<file path="src/rtl/gpr_file_mp_if.sv">
`default_nettype none
// +----------------------------------------------------------------------+
// | Module      : gpr_file_mp_if                                         |
// | Description : Read / write / claim bundle of the multi-port GPR file |
// |               (decode-side master, register-file-side slave).        |
// | Revision    : 1.0  initial release                                   |
// +----------------------------------------------------------------------+
interface gpr_file_mp_if #(
  parameter int XLEN = 32,
  parameter int NREG = 32,
  parameter int NRD  = 2,
  parameter int NWR  = 1
);
  localparam int AW = $clog2(NREG);

  logic [NRD-1:0]      rd_en;
  logic [NRD*AW-1:0]   rd_addr;
  logic [NRD*XLEN-1:0] rd_data;
  logic [NRD-1:0]      rd_busy;
  logic [NWR-1:0]      wr_en;
  logic [NWR*AW-1:0]   wr_addr;
  logic [NWR*XLEN-1:0] wr_data;
  logic                claim_en;
  logic [AW-1:0]       claim_addr;
  logic [NREG-1:0]     busy_vec;

  modport master (
    output rd_en, rd_addr, wr_en, wr_addr, wr_data, claim_en, claim_addr,
    input  rd_data, rd_busy, busy_vec
  );

  modport slave (
    input  rd_en, rd_addr, wr_en, wr_addr, wr_data, claim_en, claim_addr,
    output rd_data, rd_busy, busy_vec
  );
endinterface
`default_nettype wire

</file>
<file path="src/rtl/gpr_file_mp.sv">
`default_nettype none
// +----------------------------------------------------------------------+
// | Module      : gpr_file_mp                                            |
// | Description : Multi-port GPR file, synchronous reads, r0 == 0, with  |
// |               per-register busy scoreboard (claim / release).        |
// |               Optional macro GPR_BYPASS_EN: write-first forwarding   |
// |               of same-edge writes/claims to the read ports.          |
// | Revision    : 1.0  initial release                                   |
// +----------------------------------------------------------------------+
module gpr_file_mp #(
  parameter int XLEN = 32,
  parameter int NREG = 32,
  parameter int NRD  = 2,
  parameter int NWR  = 1
) (
  input  wire             clk,
  input  wire             rstn_h,
  gpr_file_mp_if.slave    bus
);
  localparam int AW = $clog2(NREG);

  // Register 0 has no storage: arrays start at index 1.
  logic [XLEN-1:0]     regs_q [1:NREG-1];
  logic [XLEN-1:0]     regs_d [1:NREG-1];
  logic [NREG-1:1]     busy_q;
  logic [NREG-1:1]     busy_d;
  logic [NRD*XLEN-1:0] rd_data_q;
  logic [NRD*XLEN-1:0] rd_data_d;
  logic [NRD-1:0]      rd_busy_q;
  logic [NRD-1:0]      rd_busy_d;
  logic [AW-1:0]       wa;
  logic [AW-1:0]       ra;

  // Next register/busy state: writes in port order (highest index wins),
  // write releases busy, then claim overrides release.
  always_comb begin
    regs_d = regs_q;
    busy_d = busy_q;
    wa     = '0;
    for (int j = 0; j < NWR; j++) begin
      wa = bus.wr_addr[j*AW +: AW];
      if (bus.wr_en[j] && (wa != '0)) begin
        regs_d[wa] = bus.wr_data[j*XLEN +: XLEN];
        busy_d[wa] = 1'b0;
      end
    end
    if (bus.claim_en && (bus.claim_addr != '0)) begin
      busy_d[bus.claim_addr] = 1'b1;
    end
  end

  // Read ports: capture on enable, hold otherwise; r0 always reads 0 / not busy.
  always_comb begin
    rd_data_d = rd_data_q;
    rd_busy_d = rd_busy_q;
    ra        = '0;
    for (int i = 0; i < NRD; i++) begin
      ra = bus.rd_addr[i*AW +: AW];
      if (bus.rd_en[i]) begin
        if (ra == '0) begin
          rd_data_d[i*XLEN +: XLEN] = '0;
          rd_busy_d[i]              = 1'b0;
        end else begin
`ifdef GPR_BYPASS_EN
          rd_data_d[i*XLEN +: XLEN] = regs_d[ra];
          rd_busy_d[i]              = busy_d[ra];
`else
          rd_data_d[i*XLEN +: XLEN] = regs_q[ra];
          rd_busy_d[i]              = busy_q[ra];
`endif
        end
      end
    end
  end

  // State flops, asynchronously cleared.
  always_ff @(posedge clk or negedge rstn_h) begin
    if (!rstn_h) begin
      for (int k = 1; k < NREG; k++) begin
        regs_q[k] <= '0;
      end
      busy_q    <= '0;
      rd_data_q <= '0;
      rd_busy_q <= '0;
    end else begin
      regs_q    <= regs_d;
      busy_q    <= busy_d;
      rd_data_q <= rd_data_d;
      rd_busy_q <= rd_busy_d;
    end
  end

  assign bus.rd_data  = rd_data_q;
  assign bus.rd_busy  = rd_busy_q;
  assign bus.busy_vec = {busy_q, 1'b0};
endmodule
`default_nettype wire

</file>
<file path="src/flat_wrapper.sv">
// flat-port wrapper written by rule: the top's interface ports become plain ports
module gpr_file_mp_flat 
#(
  parameter int XLEN = 32,
  parameter int NREG = 32,
  parameter int NRD  = 2,
  parameter int NWR  = 1
)
  (clk, rstn_h, bus_rd_en, bus_rd_addr, bus_wr_en, bus_wr_addr, bus_wr_data, bus_claim_en, bus_claim_addr, bus_rd_data, bus_rd_busy, bus_busy_vec);
  gpr_file_mp_if #(.XLEN(XLEN), .NREG(NREG), .NRD(NRD), .NWR(NWR)) bus_i ();
  input  wire clk;
  input  wire rstn_h;
  input wire logic [$bits(bus_i.rd_en)-1:0] bus_rd_en;
  input wire logic [$bits(bus_i.rd_addr)-1:0] bus_rd_addr;
  input wire logic [$bits(bus_i.wr_en)-1:0] bus_wr_en;
  input wire logic [$bits(bus_i.wr_addr)-1:0] bus_wr_addr;
  input wire logic [$bits(bus_i.wr_data)-1:0] bus_wr_data;
  input wire logic [$bits(bus_i.claim_en)-1:0] bus_claim_en;
  input wire logic [$bits(bus_i.claim_addr)-1:0] bus_claim_addr;
  output wire logic [$bits(bus_i.rd_data)-1:0] bus_rd_data;
  output wire logic [$bits(bus_i.rd_busy)-1:0] bus_rd_busy;
  output wire logic [$bits(bus_i.busy_vec)-1:0] bus_busy_vec;
  assign bus_i.rd_en = bus_rd_en;
  assign bus_i.rd_addr = bus_rd_addr;
  assign bus_i.wr_en = bus_wr_en;
  assign bus_i.wr_addr = bus_wr_addr;
  assign bus_i.wr_data = bus_wr_data;
  assign bus_i.claim_en = bus_claim_en;
  assign bus_i.claim_addr = bus_claim_addr;
  assign bus_rd_data = bus_i.rd_data;
  assign bus_rd_busy = bus_i.rd_busy;
  assign bus_busy_vec = bus_i.busy_vec;
  gpr_file_mp #(.XLEN(XLEN), .NREG(NREG), .NRD(NRD), .NWR(NWR)) u_core (.clk(clk), .rstn_h(rstn_h), .bus(bus_i));
endmodule
</file>
<file path="config.mk">
export PLATFORM = sky130hd
export DESIGN_NAME = gpr_file_mp_flat
export DESIGN_NICKNAME = d
export VERILOG_FILES = /design/src/rtl/gpr_file_mp_if.sv /design/src/rtl/gpr_file_mp.sv /design/src/flat_wrapper.sv
export SDC_FILE = /design/constraint.sdc
export NUM_CORES = 2
export LEC_CHECK = 0
export ABC_AREA = 1
export ABC_CLOCK_PERIOD_IN_PS = 1200
export CAP_MARGIN = 20
export CELL_PAD_IN_SITES_DETAIL_PLACEMENT = 1
export CELL_PAD_IN_SITES_GLOBAL_PLACEMENT = 2
export CORE_MARGIN = 2
export CORE_UTILIZATION = 32
export DETAILED_ROUTE_END_ITERATION = 7
export PLACE_DENSITY = 0.73
export SLEW_MARGIN = 40
export SYNTH_ARGS = -nofsm -noshare
export SYNTH_HDL_FRONTEND = slang
export SYNTH_SLANG_ARGS = --single-unit
</file>
<file path="constraint.sdc">
create_clock -name clk -period 1.2 [get_ports clk]
set_clock_uncertainty 0.05 [all_clocks]
set_input_delay 0.24 -clock clk [delete_from_list [all_inputs] [get_ports clk]]
set_output_delay 0.24 -clock clk [all_outputs]
set_load 0.005 [all_outputs]
</file>
Word-level counts from Yosys, hierarchy flattened
Index checks and enable logic that the tools add are counted.
Word-level totals
  flip-flop bits (word level): 1089
  input port bits: 58
  output and inout port bits: 98
Operators by class
  order comparisons: 10
  multiplexer cells: 23
  bitwise gates (word level): 6
  reductions and logical operators: 9
Operators by type and width (count)
  992-bit bitwise mux: 1
  32-bit binary-select mux with 5-bit select: 2
  32-bit two-way mux: 7
  32-bit demux with 5-bit select: 1
  31-bit two-way mux: 2
  31-bit bitwise AND: 1
  31-bit NOT: 1
  31-bit OR: 1
  5-bit by 6-bit < comparator with 1-bit output (second input constant): 4
  6-bit greater-or-equal comparator (second input constant): 3
  5-bit NOT with 6-bit output: 3
  1-bit binary-select mux with 5-bit select: 2
  1-bit demux with 5-bit select: 2
  5-bit by 1-bit greater-or-equal comparator with 1-bit output (second input constant): 2
  5-bit logical NOT: 2
  5-bit nonzero test: 2
  6-bit by 1-bit < comparator with 1-bit output (second input constant): 1
  1-bit two-way mux: 6
  1-bit logical AND: 5

Depth between registers and ports, before layout
  depth after elaboration: 9
  gate-level depth with buffers: 12
  depth with buffers taken out: 9

Worst setup path before layout
Ideal clock, no wire load.
  kind: input-to-reg
  from: in bus_rd_addr[5]
  to: reg u_core.rd_data_q[36], in the netlist u_core.bus.rd_data[36]
  setup time: 0.117 ns
  data arrival time: 1.233 ns
  setup slack: -0.200 ns
  stages: 11
  path buffers: 3
  cell sequence: buf_2 inv_4 buf_2 buf_4 nand2_1 nand3_1 nand3_1 nand3_1 nand3_1 nand3_1 nand2_1
Between the ends
  longest elaborated chain between the ends: 5
  elaborated cells between the ends (all ways): 6
RTL lines
  start: declaration: RTL line flat_wrapper.sv:14  | input wire logic [$bits(bus_i.rd_addr)-1:0] bus_rd_addr;
  5-bit NOT with 6-bit output (not written as such): RTL line gpr_file_mp.sv:68  | rd_data_d[i*XLEN +: XLEN] = regs_q[ra];
  32-bit binary-select mux with 5-bit select: RTL line gpr_file_mp.sv:68
  32-bit two-way mux (not written as such) (2 in series): RTL line gpr_file_mp.sv:68
  32-bit two-way mux *: RTL line gpr_file_mp.sv:60  | if (ra == '0) begin
  end signal: assignment: RTL line gpr_file_mp.sv:88  | rd_data_q <= rd_data_d;
  end: declaration: RTL line gpr_file_mp.sv:27  | logic [NRD*XLEN-1:0] rd_data_q;
Mark *: on every way between the ends. The rest lies on a longest branch, timed or not. The select of a mux whose other input is x is not followed.
A chain may end at the register's enable or synchronous reset.

Final worst setup path
  from: reg u_core.busy_q[1] (netlist bit)
  to: out bus_busy_vec[1]
RTL lines
  start: declaration: RTL line gpr_file_mp.sv:25  | logic [NREG-1:1] busy_q;
  start signal: assignment: RTL line gpr_file_mp.sv:87  | busy_q <= busy_d;
  end: declaration: RTL line flat_wrapper.sv:22  | output wire logic [$bits(bus_i.busy_vec)-1:0] bus_busy_vec;
No word-level cell between the ends.

==> summary.md <==
| Metric | Value |
|---|---|
| Status | finished with violations |
| Violations in the final reports | negative setup slack |
| Clk_lat worst skew | 0.81 ns |
| Site row count | 162 |
| Reg-to-Reg Start | u_core.busy_q[1] |
| Total wire length | 332900 microns |
| Largest net degree at the start of global routing | 60 |
| Synth Flop Type | dfrtp_1 |
| Die area | between 150000 and 200000 sq um |
| WL per Instance | roughly 26 microns |
| Max cap viols | 0 |
| Top Family by Delay on Critical Path | flip-flops |
| Worst Tran Pin Value | about 0.75 ns |
| Nets | 10406 |
| Finished Core Util | 0.4654 |
| Final Hold Vio Count | 0 |
| Clock sink count | between 1000 and 1500 |
| Global Route Usage Sum | 0.3265 |
| Crit. End Element | output pin |
| Yosys warns | 0 |
| Hpwl dp | roughly 210000 microns |
| Number of setup violations in the final report | around 180 |
| R2R setup slack | -0.39 ns |
| Max Slew Vio Count | 0 |
| Async set-or-reset flop fraction in the synthesized netlist | 1.000 |
| Worst VDD drop | 1.052 mV |
| CTS Root Cell | clkbuf_16 |
| Post-synth EDFFs | 0 |
| Slowest-stage cell, CP | dfrtp_2 |
| Critical path required time | slightly above 0.9 ns |
| Synth Area per Inst | 6.791 sq um |
| Bufs and invs on worst path | 2 |
| Final worst slack | -0.5856 ns |
| Leading cell types in the layout, fill and taps excluded | 3093 x nand2_1, 1114 x buf_4, 1070 x dfrtp_1 |
| I/O pin count | around 160 |
| Tot Pwr | ~140000 uW |
| Leak pwr | 0.04415 uW |
| Max-slew headroom | 0.5029 |
| Syn Std Cell Area | between 60000 and 70000 sq um |
| RSZ-0062 raised after global routing | yes |
| Critical R2R Capture | u_core.bus.rd_busy[0] |
| Worst Min Path Start | bus_rd_addr[4] |
| Post-synthesis sequential area ratio | 0.4361 |
| DRT iter0 DRCs | between 5000 and 6000 |
| Total CTS buffers | 140 |
| Reg2Reg Depth | 11 |
| Antenna viol nets, final | 0 |
| Via count | between 70000 and 80000 |
| Fill cells | 23517 |
| Initial antenna violation count | 15 |
| Post-synth cell types | 28 |
| CP peak stage delay | ~0.45 ns |
| Vias in the first global route | 72755 |
| First-pass GRT wire length | 484400 microns |
| # H-tree levels | 4 |
| Share of layout cells above drive strength 1 | 0.3516 |
| Syn nets | roughly 9300 |
| CP Cell Sequence | buf_6, buf_6 |
| WHS Endpoint | u_core.bus.rd_data[8] |
| Port-buffer cells | between 150 and 200 |
| Min-delay worst type | input port to flip-flop |
| Max clock buf depth | 3 |
| Clock slew at reported path FFs | around 0.060 ns |
| Dpl ws | -0.9802 ns |
| GP Congestion | ~0.9 |
| Die extent in y | 445.9 microns |
| Crit-path max FO | 2 |
| Crit Path Category | flip-flop to output pin |
| FMAX | 560.0 MHz |
| Worst EP arrival | ~1.5 ns |
| Pwr dens | around 1500 nW/um^2 |
| Critical Path Most Common Cell | buf_6 |
| Initial core utilization | 0.3211 |
| Storage element area | between 20000 and 30000 sq um |
| Yosys reg bits | between 1000 and 1500 |
| Detailed Routing Iterations Pass 1 | 5 |
| Fin crit share | 1.488 |
| Crit path time final | 1.786 ns |
| Grt total ovfl | 0 |
| Area delta synth->final | 44.91% |
| Number of standard cells after synthesis | approximately 9000 |
| Worst setup SP type | flip-flop |
| Area of the multi-input gates | about 34000 sq um |
| Most common cell after layout, fill and taps aside | nand2_1 |
| Die X | 445.9 microns |
| CTS tree | built |
| Vias per std cell | 5.404 |
| Hold Path Depth | 5 |
| Drc violations | 0 |
| Core Area | 194600 sq um |
Yosys cell counts (4+ instances only):
cell | number | share of area
buf_6 | 30 | 0.0054
clkbuf_1 | 197 | 0.012
nand3_1 | 1855 | 0.15
nand4_1 | 7 | 0.00070
buf_4 | 86 | 0.010
o22ai_1 | 12 | 0.0012
clkbuf_2 | 8 | 0.00064
dfrtp_1 | 1089 | 0.44
o21ai_1 | 96 | 0.0077
inv_1 | 913 | 0.055
nand2_2 | 5 | 0.00050
nor2_1 | 180 | 0.011
buf_1 | 45 | 0.0027
nand2_1 | 3369 | 0.20
nor2_2 | 4 | 0.00040
nor3_2 | 4 | 0.00064
buf_2 | 369 | 0.030
o21ai_0 | 873 | 0.070
o21ai_2 | 10 | 0.0014
a21oi_1 | 32 | 0.0026
inv_2 | 8 | 0.00048
metal layers:
layer  vias up  global-route usage  share of wire
met5         -                   0        0.00012
met4         6              0.1432          0.050
met3       721             0.04059          0.053
met2      2204              0.5354           0.47
met1     35772              0.4313           0.43
li1      31472                   -              -
logic make-up (layout without fill, tap and decap cells):
kind of cell,count (synthesis),count (layout),share of synthesized area
buf+inv,1659,2896,0.1160
other cells,1,5,0.00006001
simple gates,5427,5427,0.3646
compound gates,1026,1026,0.08319
flops,1089,1089,0.4361
worst min-delay path: stages:
cell	delay, ns
buf_4	0.20
buf_12	0.19
nand3_2	0.08
nand3_2	0.08
nand2_1	0.07
through the flow:
step / hold WS, ns / TNS, ns / instances / instance area [sq um]
2_1_floorplan: -0.1056 / -23.61 / 9202 / 63500
3_3_place_gp: 0.05441 / -900.63 / 12516 / 77760
3_5_place_dp: 0.05533 / -913.64 / 12516 / 77760
4_1_cts: 0.009581 / -54.99 / 12851 / 86540
5_1_grt: 0.04394 / -57.41 / 12982 / 90550
6_report: 0.06616 / -50.88 / 12985 / 90550
state kept, by name, indices dropped and copies added (netlist names):
signal	count
u_core.regs_q	992
u_core.bus.rd_data	64
u_core.busy_q	31
u_core.bus.rd_busy	2
report_power, final:
part / switching (uW) / internal, uW
logic: 24100 / 19800
clock network: 17700 / 24800
registers: 4420 / 44300
cell type report:
class / instances / area share
clock inverter: 36 / 0.004905
multi-input combinational: 6454 / 0.3764
timing repair buffer: 1739 / 0.1991
sequential: 1089 / 0.3012
antenna: 4 / 0.0001105
clock buffer: 197 / 0.04386
inverter: 924 / 0.03927
tap: 2542 / 0.03512
worst max path at each step:
stage | from | to | slack (ns) | cells past startpoint
4_1_cts | u_core.busy_q[1] | bus_busy_vec[1] | -0.64 | 2
3_3_place_gp | bus_wr_addr[0] | u_core.regs_q[896] | -0.96 | 8
2_1_floorplan | bus_rd_addr[0] | u_core.bus.rd_data[0] | -0.11 | 11
6_report | u_core.busy_q[1] | bus_busy_vec[1] | -0.59 | 2
3_5_place_dp | bus_wr_addr[1] | u_core.regs_q[945] | -0.98 | 9
5_1_grt | u_core.busy_q[2] | bus_busy_vec[2] | -0.62 | 2
what timing repair did:
action / CTS / global route
cloned: 7 / 4
hold endpoints to repair: 1090 / 0
endpoints found under the setup margin: 473 / 957
pin swaps: 554 / 552
buffers inserted: 104 / 128
resized for setup: 1485 / 935
hold buffers: 3 / 0
(Power assumes the default switching activity.)
